===== config.mk =====
export PLATFORM = sky130hd
export DESIGN_NAME = bit_serializer
export DESIGN_NICKNAME = d
export VERILOG_FILES = /design/src/rtl/bit_serializer.sv
export SDC_FILE = /design/constraint.sdc
export NUM_CORES = 1
export LEC_CHECK = 0
export ABC_CLOCK_PERIOD_IN_PS = 1600
export BUFFER_PORTS_ARGS = -buffer_cell sky130_fd_sc_hd__buf_2
export CELL_PAD_IN_SITES_DETAIL_PLACEMENT = 1
export CELL_PAD_IN_SITES_GLOBAL_PLACEMENT = 1
export CORE_UTILIZATION = 30
export CTS_BUF_LIST = sky130_fd_sc_hd__clkbuf_2 sky130_fd_sc_hd__clkbuf_4 sky130_fd_sc_hd__clkbuf_8
export DETAILED_ROUTE_END_ITERATION = 7
export PLACE_DENSITY_LB_ADDON = 0.1
export REMOVE_ABC_BUFFERS = 1
export SYNTH_ARGS = -nofsm -noshare
export SYNTH_HDL_FRONTEND = slang
export SYNTH_SLANG_ARGS = --single-unit

===== constraint.sdc =====
create_clock -name clk -period 1.6 [get_ports clk]
set_clock_uncertainty 0.05 [all_clocks]
set_input_delay 0.08 -clock clk [delete_from_list [all_inputs] [get_ports clk]]
set_output_delay 0.08 -clock clk [all_outputs]
set_load 0.1 [all_outputs]

===== src/rtl/bit_serializer.sv =====
// Parallel-to-serial front end: accepts WIDTH-bit words over valid/ready and streams them gaplessly.
// Optional even-parity bit per word when BIT_SERIALIZER_PARITY_EN is defined.
module bit_serializer #(
    parameter int unsigned WIDTH     = 8,
    parameter bit          MSB_FIRST = 1'b1
) (
    input  logic             clk,
    input  logic             rst,
    input  logic [WIDTH-1:0] in_data,
    input  logic             in_valid,
    output logic             in_ready,
    output logic             x,
    output logic             x_valid,
    output logic             frame_last
);

`ifdef BIT_SERIALIZER_PARITY_EN
    localparam int unsigned NBITS = WIDTH + 1;
`else
    localparam int unsigned NBITS = WIDTH;
`endif
    localparam int unsigned CW = $clog2(NBITS);
    localparam logic [CW-1:0] LastCnt = CW'(NBITS - 1);

    typedef enum logic [0:0] {StIdle, StShift} state_e;

    state_e           state;
    logic [NBITS-1:0] sreg;
    logic [NBITS-1:0] load_word;
    logic [NBITS-1:0] shifted;
    logic [CW-1:0]    bit_cnt;
    logic             last_bit;
    logic             accept;
    logic             head;

    // Parity sits at the tail of the shift order so it leaves after all data bits.
    always_comb begin
`ifdef BIT_SERIALIZER_PARITY_EN
        if (MSB_FIRST) begin
            load_word = {in_data, ^in_data};
        end else begin
            load_word = {^in_data, in_data};
        end
`else
        load_word = in_data;
`endif
    end

    always_comb begin
        if (MSB_FIRST) begin
            shifted = {sreg[NBITS-2:0], 1'b0};
            head    = sreg[NBITS-1];
        end else begin
            shifted = {1'b0, sreg[NBITS-1:1]};
            head    = sreg[0];
        end
    end

    assign last_bit   = (state == StShift) && (bit_cnt == LastCnt);
    assign in_ready   = (state == StIdle) || last_bit;
    assign accept     = in_valid && in_ready;
    assign x_valid    = (state == StShift);
    assign x          = x_valid & head;
    assign frame_last = last_bit;

    always_ff @(posedge clk) begin
        if (!rst) begin
            state   <= StIdle;
            sreg    <= '0;
            bit_cnt <= '0;
        end else begin
            unique case (state)
                StIdle: begin
                    if (accept) begin
                        sreg    <= load_word;
                        bit_cnt <= '0;
                        state   <= StShift;
                    end
                end
                StShift: begin
                    if (last_bit) begin
                        bit_cnt <= '0;
                        if (accept) begin
                            sreg <= load_word;
                        end else begin
                            state <= StIdle;
                        end
                    end else begin
                        sreg    <= shifted;
                        bit_cnt <= bit_cnt + CW'(1);
                    end
                end
                default: state <= StIdle;
            endcase
        end
    end

endmodule


## Word-level counts from Yosys, hierarchy flattened

Cells that the tools add are included.

- Register bits after elaboration: 12
- Latch bits: 0
- Memory bits (writable): 0
- Memory bits (read-only): 0
- Output and inout port bits: 4
- Memories: 0

- Add/subtract/negate cells: 1
- Multiply operators: 0
- Divide/modulo/power cells: 0
- Order comparisons: 0
- Eq/ne operators: 2
- Shift-type cells: 0
- Mux-type cells: 9
- Bitwise logic cells: 2
- Reduce and logical (&&, ||, !) cells: 3

Operators with widths:

| operator | number |
|---|---|
| $mux W8 | 2 |
| $pmux W8 S2 | 1 |
| $mux W3 | 2 |
| $pmux W3 S2 | 1 |
| $add A3 B1 Y3 const B | 1 |
| $eq A3 B3 Y1 const B | 1 |
| $logic_and A1 B1 Y1 | 2 |
| $mux W1 | 2 |
| $ne A2 B2 Y1 const B | 1 |
| $pmux W1 S2 | 1 |
| $and A1 B1 Y1 | 1 |
| $logic_or A1 B1 Y1 | 1 |
| $not A1 Y1 | 1 |

## Longest topological paths before layout

Gate-level depths: netlist of run 1.

- Word-level depth: 7
- Mapped depth: 5
- Gate-level depth less buffers: 5

## Worst setup path after synthesis of run 1

No wires, ideal clock.

- Kind: reg-to-output
- Start: register state, in the netlist x_valid
- End: output frame_last
- Arrival time: 2.050 ns
- Required time: 1.470 ns
- Setup slack: -0.580 ns
- Stages on the path, launching flop included: 3
- Path buffers: 1
- Cells stage by stage: dfxtp_1 > clkbuf_1 > and2_1

- Longest elaborated chain between the ends: 1

Ends and longest elaborated chain:

| element | RTL line | RTL |
|---|---|---|
| start: declaration | 27 | `state_e state;` |
| start signal: assignment | 68 | `state <= StIdle;` |
| start signal: assignment | 77 | `state <= StShift;` |
| start signal: assignment | 86 | `state <= StIdle;` |
| $logic_and A1 B1 Y1 | 59 | `assign last_bit = (state == StShift) && (bit_cnt == LastCnt);` |
| end: declaration | 14 | `output logic frame_last` |

No other way between the ends.

## Worst setup path after layout of run 1

- Start: register bit_cnt[0]
- End: output in_ready

- Longest elaborated chain between the ends: 3

Ends and longest elaborated chain:

| element | RTL line | RTL |
|---|---|---|
| start: declaration | 31 | `logic [CW-1:0] bit_cnt;` |
| start signal: assignment | 90 | `bit_cnt <= bit_cnt + CW'(1);` |
| $eq A3 B3 Y1 | 59 |  |
| $logic_and A1 B1 Y1 | 59 |  |
| $logic_or A1 B1 Y1 | 60 | `assign in_ready = (state == StIdle) \|\| last_bit;` |
| end: declaration | 11 | `output logic in_ready,` |

No other way between the ends.

==> flow_summary.ini, run 1 <==
[run_status]
status = completed

[sta]
min_period_ns = 1.520
slew_headroom_pct = 76.60
min_period_over_period_pct = 95.00
max_freq_ghz = 0.6579
drv_slew = 0
worst_slew_pin_slew_ns = 0.3507
rsz0062_at_grt = false
setup-violations-final = 0
hold_viol = 0

[logic_synthesis]
synth_compound_area_share_pct = 12.82
synth_top_family_by_area = simple AND/OR/NAND/NOR gates
ys_types = 18
synth_xor_area_share_pct = 0
yosys.area_share.adder_pct = 4.274
yosys-mux-area-fraction_pct = 13.68
postSynthAreaPerCell_um2 = 10.46
ys_warn_count = 0
synthSimpleGateAreaFrac_pct = 21.79
yosysSeqAreaShare_pct = 41.03
syn_inst = 56
ys_ff_latch = 12
netlist_area_um2 = 585.6

[critical_path]
worst-setup-path-type = flop to output pin
critPathLaunchType = flop
worst_ep_required_time_ns = 1.47
cp.arrival_ns = 1.39
cp-end-kind = output pin
cp-startpoint = bit_cnt[0]
cp_max_fo = 5
r2r_start = bit_cnt[0]

[clock_tree]
cts_inserted_buffers = 3
clockBufferDepth = 2
clk_latency_ns = 0.27
h-tree-depth = 1
clock_tree.root_cell = clkbuf_4
cts.sinks = 12
cts_tree = yes
cts.clk_slew.worst_paths_ns = 0.08

[floorplanning]
die_area_um2 = 2133
core_area_um2 = 1783
io_pins = 15
initial_utilization_pct = 32.84
die_w_um = 46.18
die_h_um = 46.18
rows = 15

[layout]
num-fill-cells = 209
drive_above_1_share_pct = 43.42
fin_cells = 101
layout_common_cells = buf_2, dfxtp_1, mux2i_1
syn_to_final_growth_pct = 41.24
layout_commonest_cell = buf_2
regArea_um2 = 244.0
multi_input_area_um2 = 336.6
final_nets = 90
final_cell_area_um2 = 827.0
utilization_pct = 46.39
num_antenna_cells = 0

[place]
dpl_cell_area_um2 = 709.4
dp.cells = 92
port_buffers = 14
gp_congestion = 0.6161
dpl.hpwl_um = 936.2

[global_routing]
antenna_found_initial = 0
grt_max_degree = 18
grt_pass1_wl_um = 2339
gr-usage-all-layers_pct = 15.72
grt_pass1_vias = 487
grt_overflow = 0

[detailed_routing]
wire_per_inst_um = 13.90
route.detailed.drc = 0
routed_wl_um = 1404
drtIter0Drc = 6
firstDrtPassIters = 3
post_drt_via_cell_ratio = 4.802
ant_nets = 0
vias = 485

[hold_path]
hold_start = in_data[0]
min_path_type = input port to flop

[pwr]
leakage_nw = 0.3445
finalPower_mw = 0.7147
irDropWorstVdd_uv = 665.6
power_density_nw_per_um2 = 864.1

[flow_run]
drv_cap = 0
==> final timing paths <==
kind                   end  slack (ns)  depth (start not counted)
hold / removal     sreg[0]        0.06                          3
setup reg to reg   sreg[6]        0.09                          6
hold reg to reg    sreg[0]        0.49                          2
setup / recovery  in_ready        0.08                          5
==> where the power goes <==
group	switching, mW	internal (mW)
Clock	0.0990	0.138
Sequential	0.0177	0.321
Combinational	0.0774	0.0619
==> cells by family after synthesis <==
group,count (synthesis)
adder cells (fa/ha/maj),2
multiplexers,8
AO/OA/AOI/OAI,11
AND/OR/NAND/NOR,17
buffers and inverters,6
flip-flops,12
==> per-layer routing <==
layer	vias to the layer above	part of all wire, %	global-route usage, %	wire length (µm)
met5	-	0	0	0
met4	0	0	3.529	0
met3	0	4.6	5.882	64
met2	12	48	25.63	674
met1	226	47	19.57	666
li1	247	-	-	-
==> synthesized netlist by cell type (all sizes together) <==
master / n / share of area, %
a211oi: 7 / 9.0
a21oi: 3 / 2.6
and2: 2 / 2.1
and2b: 1 / 1.3
buf: 3 / 4.5
clkbuf: 1 / 0.64
dfxtp: 12 / 41
ha: 2 / 4.3
inv: 2 / 1.3
mux2i: 8 / 14
nand3b: 2 / 2.6
nor3: 1 / 0.85
nor3b: 7 / 9.0
o21a: 1 / 1.3
or3b: 4 / 6.0
==> stage by stage <==
stage	hold WS [ns]	setup TNS (ns)	setup WS, ns
after detailed placement	0.2540	0	0.05561
after floorplan	0.1476	-3.907	-0.4979
after global placement	0.2596	0	0.1286
after global routing	0.09048	0	0.01495
after CTS	0.05959	0	0.002014
final	0.06028	0	0.07997
==> worst max-delay path, cell delays in order (launching register included) <==
cell and delay [ns]:
dfxtp_2 0.36, ha_4 0.14, ha_4 0.15, and2b_2 0.25, inv_4 0.06, buf_12 0.16
==> timing repair <==
item | CTS | global route
hold endpoints to repair | 1 | 0
hold buffers | 1 | 0
pin swaps | 0 | 0
setup buffers | 2 | 2
gates cloned | 0 | 0
resized for setup | 9 | 3
endpoints found under the setup margin | 2 | 3
==> flip-flops by register name (all words and copies together), names as in the netlist <==
| register | count |
|---|---|
| sreg | 8 |
| x_valid | 1 |
| bit_cnt | 3 |
==> area by class of cell <==
cell class	count	area share [%]
multi-input cells	38	40.70
flip-flops and latches	12	29.50
repair buffers	20	20.42
clock buffers	4	4.387
well taps	25	3.782
inverters	2	1.210
(Power assumes the default switching activity.)
==> run 2, diff against run 1 <==
- ABC_AREA: not set -> 1
==> run 2 against run 1 <==
Final area decreased by 10%. Maximum frequency increased by 1.7%. First-iteration DRC count decreased by 17%. Area after synthesis decreased by 0.21%. Core utilization decreased by 4.8 points. Sequential power decreased by 2%. Critical path type unchanged. Critical endpoint unchanged. Largest cell class unchanged.
==> flow_summary.ini, run 2 <==
[logic_synthesis]
yosysMostFrequentCell = nand2_1
postSynthAreaPerCell_um2 = 6.716
postSynth.asyncResetShare_pct = 0
ys_ff_latch = 12
ys_top_cells_by_count = nand2_1, nand3_1, inv_1
ys_warn_count = 0
synth_area_leaders = dfxtp_1, nand2_1, nand3_1, inv_1, nor2_1
synth_top_area_cell = dfxtp_1
syn_inst = 87
netlist_area_um2 = 584.3
synth_top_area_share_pct = 41.11
synth_ff_type = dfxtp_1
yosysSeqAreaShare_pct = 41.11
ys_types = 16
synth_enable_flop_cells = 0

[clock_tree]
clockBufferDepth = 2
cts.sinks = 12
clk_latency_ns = 0.26
clock_tree.root_cell = clkbuf_4
cts_tree = yes
cts_setup_buffers = 0
h-tree-depth = 1
cts_hold_buf = 0
cts.clk_slew.worst_paths_ns = 0.07
cts_inserted_buffers = 3

[layout]
largest_register_ffs = 8
multi_input_area_um2 = 284.0
final_nets = 116
layout_common_cells = nand2_1, nand3_1, inv_1
final_cell_area_um2 = 740.7
regArea_um2 = 240.2
syn_to_final_growth_pct = 26.77
regMostFlops = sreg
num-fill-cells = 240
num_antenna_cells = 0
layout_commonest_cell = nand2_1
utilization_pct = 41.54
drive_above_1_share_pct = 22.77

[detailed_routing]
wire_per_inst_um = 10.85
post_drt_via_cell_ratio = 4.667
drtIter0Drc = 5
vias = 588
route.detailed.drc = 0
ant_nets = 0
firstDrtPassIters = 4
routed_wl_um = 1367

[pwr]
finalPower_mw = 0.6381
leakage_nw = 0.3924
irDropWorstVdd_uv = 298.7
power_density_nw_per_um2 = 861.4

[place]
dpl.hpwl_um = 1067
port_buffers = 14
gp_congestion = 0.6638
dpl_cell_area_um2 = 699.4

[critical_path]
critPathLaunchType = flop
r2r_start = bit_cnt[1]
cp_max_fo = 15
reg2reg_slack_ns = 0.24
cp_slowest_cell = dfxtp_1
cp-end-kind = output pin
reg2reg_to = sreg[3]
rr_worst_depth = 7
crit_chain = ha_1 -> ha_2 -> inv_2 -> nand2_8 -> buf_12
worst_ep_required_time_ns = 1.47
worst-setup-path-type = flop to output pin
critPathMaxStageDelay_ns = 0.35
cp.arrival_ns = 1.36
cp-startpoint = bit_cnt[1]
critPathCapture = in_ready

[sta]
worst_slew_pin_slew_ns = 0.4865
hold_viol = 0
slew_headroom_pct = 67.79
rsz0062_at_grt = false
max_freq_ghz = 0.6692
drv_slew = 0
min_period_ns = 1.494
timing.hold.ws_ns = 0.05409
min_period_over_period_pct = 93.39
setup_tns_ns = 0
setup-violations-final = 0

[global_routing]
grt_overflow = 0
busiest_layer = met2
use_met3_pct = 2.353
grt_max_degree = 16
met1_usage_pct = 19.18
antenna_found_initial = 0
grt_pass1_wl_um = 2194
grt_util_met2_pct = 23.38
gr-usage-all-layers_pct = 14.94
grt_pass1_vias = 504

[run_status]
status = completed

[floorplanning]
io_pins = 15
die_area_um2 = 2128
initial_utilization_pct = 32.77
core_area_um2 = 1783
die_h_um = 46.13
die_w_um = 46.13
rows = 15

[hold_path]
min_path_type = input port to flop
hold_start = in_data[0]

[flow_run]
drv_cap = 0
-- run 2: layer usage --
layer  wire length (µm)  part of all wire [%]
met5                  0                     0
met4                 13                  0.95
met1                667                    49
met3                 36                   2.6
met2                649                    47
-- run 2: cell families after synthesis --
group / share of synthesized area [%]
and+or+nand+nor: 35.12
buffers and inverters: 13.06
DFF: 41.11
AOI/OAI and AO/OA: 6.423
adders and majority gates: 4.282
-- run 2: power by group --
part | switching, mW | internal (mW)
clock | 0.0894 | 0.0869
sequential | 0.0145 | 0.318
combinational | 0.0859 | 0.0436
total | 0.190 | 0.448
-- run 2: worst min path at each step --
stage / end / slack (ns) / cells after the start
floorplan: sreg[1] / 0.13 / 2
global placement: sreg[2] / 0.33 / 5
detailed placement: sreg[0] / 0.34 / 3
CTS: sreg[0] / 0.06 / 3
global route: sreg[7] / 0.08 / 3
finish: sreg[0] / 0.05 / 3
-- run 2: worst max-delay path, delay by kind of cell (launching register included) --
kind | cells | cell delay (ns)
adder cells (fa/ha/maj) | 2 | 0.38
AND/OR/NAND/NOR | 1 | 0.11
flip-flops | 1 | 0.35
buffers and inverters | 2 | 0.25
-- run 2: cell type report --
cell class / instances / area share (%)
Timing Repair Buffer: 14 / 13.85
Inverter: 16 / 8.108
Sequential cell: 12 / 32.43
Clock buffer: 3 / 3.041
Tap cell: 25 / 4.223
Multi-Input combinational cell: 56 / 38.34
-- run 2: stage by stage --
step                      cells  setup WS (ns)
after floorplan              84        -0.6413
after global placement      123         0.1757
after detailed placement    123         0.1408
after CTS                   126        0.01221
after global routing        126       0.009141
final                       126         0.1057
-- run 2: timing repair --
action,in CTS,in global routing
gates resized for setup,1,3
setup endpoints to repair,1,1
gates cloned,0,0
==> run 3, diff against run 2 <==
--- a/config.mk
+++ b/config.mk
@@ -12,8 +12,7 @@
 export CELL_PAD_IN_SITES_GLOBAL_PLACEMENT = 1
 export CORE_UTILIZATION = 30
-export CTS_BUF_LIST = sky130_fd_sc_hd__clkbuf_2 sky130_fd_sc_hd__clkbuf_4 sky130_fd_sc_hd__clkbuf_8
+export CTS_BUF_LIST = sky130_fd_sc_hd__clkbuf_16
 export DETAILED_ROUTE_END_ITERATION = 7
 export PLACE_DENSITY_LB_ADDON = 0.1
-export REMOVE_ABC_BUFFERS = 1
 export SYNTH_ARGS = -nofsm -noshare
 export SYNTH_HDL_FRONTEND = slang
--- a/constraint.sdc
+++ b/constraint.sdc
@@ -3,3 +3,3 @@
 set_input_delay 0.08 -clock clk [delete_from_list [all_inputs] [get_ports clk]]
 set_output_delay 0.08 -clock clk [all_outputs]
-set_load 0.1 [all_outputs]
+set_load 0.05 [all_outputs]
==> run 3 against run 2 <==
Via count up 0.85%. Total power rose by 40%. Cell count grew 0.79%. Clock power rose to 2.6 times the previous value. Combinational power is 18% lower. Clock-buffer cell count unchanged. Worst setup slack worse by 0.0053 ns. Maximum frequency shrank 0.35%. Hold slack improved by 0.0071 ns. Routed wire length shrank 5.2%. Sequential power about the same. Core utilization is 1.1 points higher. Critical endpoint unchanged.
==> flow_summary.ini, run 3 (synthesis gave the netlist of run 2 again) <==
[clock_tree]
clock_tree.root_cell = clkbuf_16
cts_tree = yes
cts_setup_buffers = 0
h-tree-depth = 1
cts_hold_buf = 0
cts.clk_slew.worst_paths_ns = 0.04
cts_inserted_buffers = 3
clk_latency_ns = 0.24
cts.sinks = 12
clockBufferDepth = 2

[place]
place_ws_ns = 0.1377
port_buffers = 14
dpl.hpwl_um = 953
gp_congestion = 0.6840

[pwr]
leakage_nw = 0.4127
power_density_nw_per_um2 = 1178
irDropWorstVdd_uv = 546.1
finalPower_mw = 0.8950

[layout]
num_antenna_cells = 0
regMostFlops = sreg
layout_commonest_cell = nand2_1
final_nets = 116
syn_to_final_growth_pct = 29.98
largest_register_ffs = 8
layout_common_cells = nand2_1, nand3_1, inv_1, buf_2, dfxtp_1
drive_above_1_share_pct = 21.57
utilization_pct = 42.60

[global_routing]
grt_max_degree = 16
antenna_found_initial = 0
gr-usage-all-layers_pct = 14.59
grt_pass1_vias = 535
grt_pass1_wl_um = 2125
grt_overflow = 0

[sta]
min_period_over_period_pct = 93.72
rsz0062_at_grt = false
slew_headroom_pct = 81.67
worst_slew_pin_slew_ns = 0.2746
hold_viol = 0
max_freq_ghz = 0.6669
setup-violations-final = 0
min_period_ns = 1.500
setup_tns_ns = 0
fin_ws_ns = 0.1004
drv_slew = 0

[floorplanning]
rows = 15
core_area_um2 = 1783
io_pins = 15
die_h_um = 46.13
initial_utilization_pct = 32.77
die_w_um = 46.13
die_area_um2 = 2128

[critical_path]
cp_max_fo = 15
worst_ep_required_time_ns = 1.47
cp-end-kind = output pin
critPathLaunchType = flop
worst-setup-path-type = flop to output pin
cp.arrival_ns = 1.37

[hold_path]
min_path_type = input port to flop

[detailed_routing]
firstDrtPassIters = 1
wire_per_inst_um = 10.20
drtIter0Drc = 0
route.detailed.drc = 0
ant_nets = 0
routed_wl_um = 1296
post_drt_via_cell_ratio = 4.669
vias = 593

[run_status]
status = completed

[flow_run]
drv_cap = 0

[logic_synthesis]
synth_nets = 100
[run 3: changes by cell type in the layout (fill, tap and decap cells not counted), sizes merged]
cell,delta
buf,+1
clkinv,+1
clkbuf,-1
[run 3: path summary, 6_finish.rpt]
kind / startpoint / end / slack (ns) / cells after the start
setup / recovery: bit_cnt[0] / in_ready / 0.10 / 5
hold / removal: in_data[0] / sreg[0] / 0.06 / 3
setup reg to reg: bit_cnt[0] / sreg[0] / 0.21 / 6
hold reg to reg: bit_cnt[1] / bit_cnt[1] / 0.42 / 2
[run 3: layout make-up]
type	instances	area [µm²]
clock buffer	3	75.07
multi-input combinational	56	272.8
inverter	16	60.06
sequential	12	240.2
timing repair buffer	14	76.32
fill	245	1023
clock inverter	1	3.754
tap	25	31.28
[run 3: report_power, final]
group	switching [mW]	internal (mW)	leakage [nW]	total (mW)
combinational	0.0687	0.0384	0.275	0.107
sequential	0.0124	0.319	0.0987	0.332
clock	0.127	0.329	0.0385	0.456
[run 3: through the flow]
step | instance area [µm²] | hold slack [ns] | std cells
after detailed placement | 669.4 | 0.3168 | 123
after global routing | 759.5 | 0.07809 | 127
final | 759.5 | 0.06116 | 127
after floorplan | 584.3 | 0.2091 | 87
after CTS | 755.7 | 0.06619 | 127
after global placement | 669.4 | 0.3223 | 123
[run 3: routing by layer]
layer,track usage (%),share of wire [%]
met1,14.80,45
met2,25.63,48
met3,3.529,4.2
met4,10.59,2.8
met5,0,0
[run 3: critical path: stages (launching register included)]
cell	delay, ns
dfxtp_1	0.31
ha_1	0.19
ha_1	0.24
inv_2	0.09
nand2_4	0.11
buf_6	0.19
[run 3: repair_timing]
action | 4_1_cts | 5_1_grt
pin swaps | 0 | 0
resized for setup | 2 | 1
setup endpoints to repair | 1 | 1
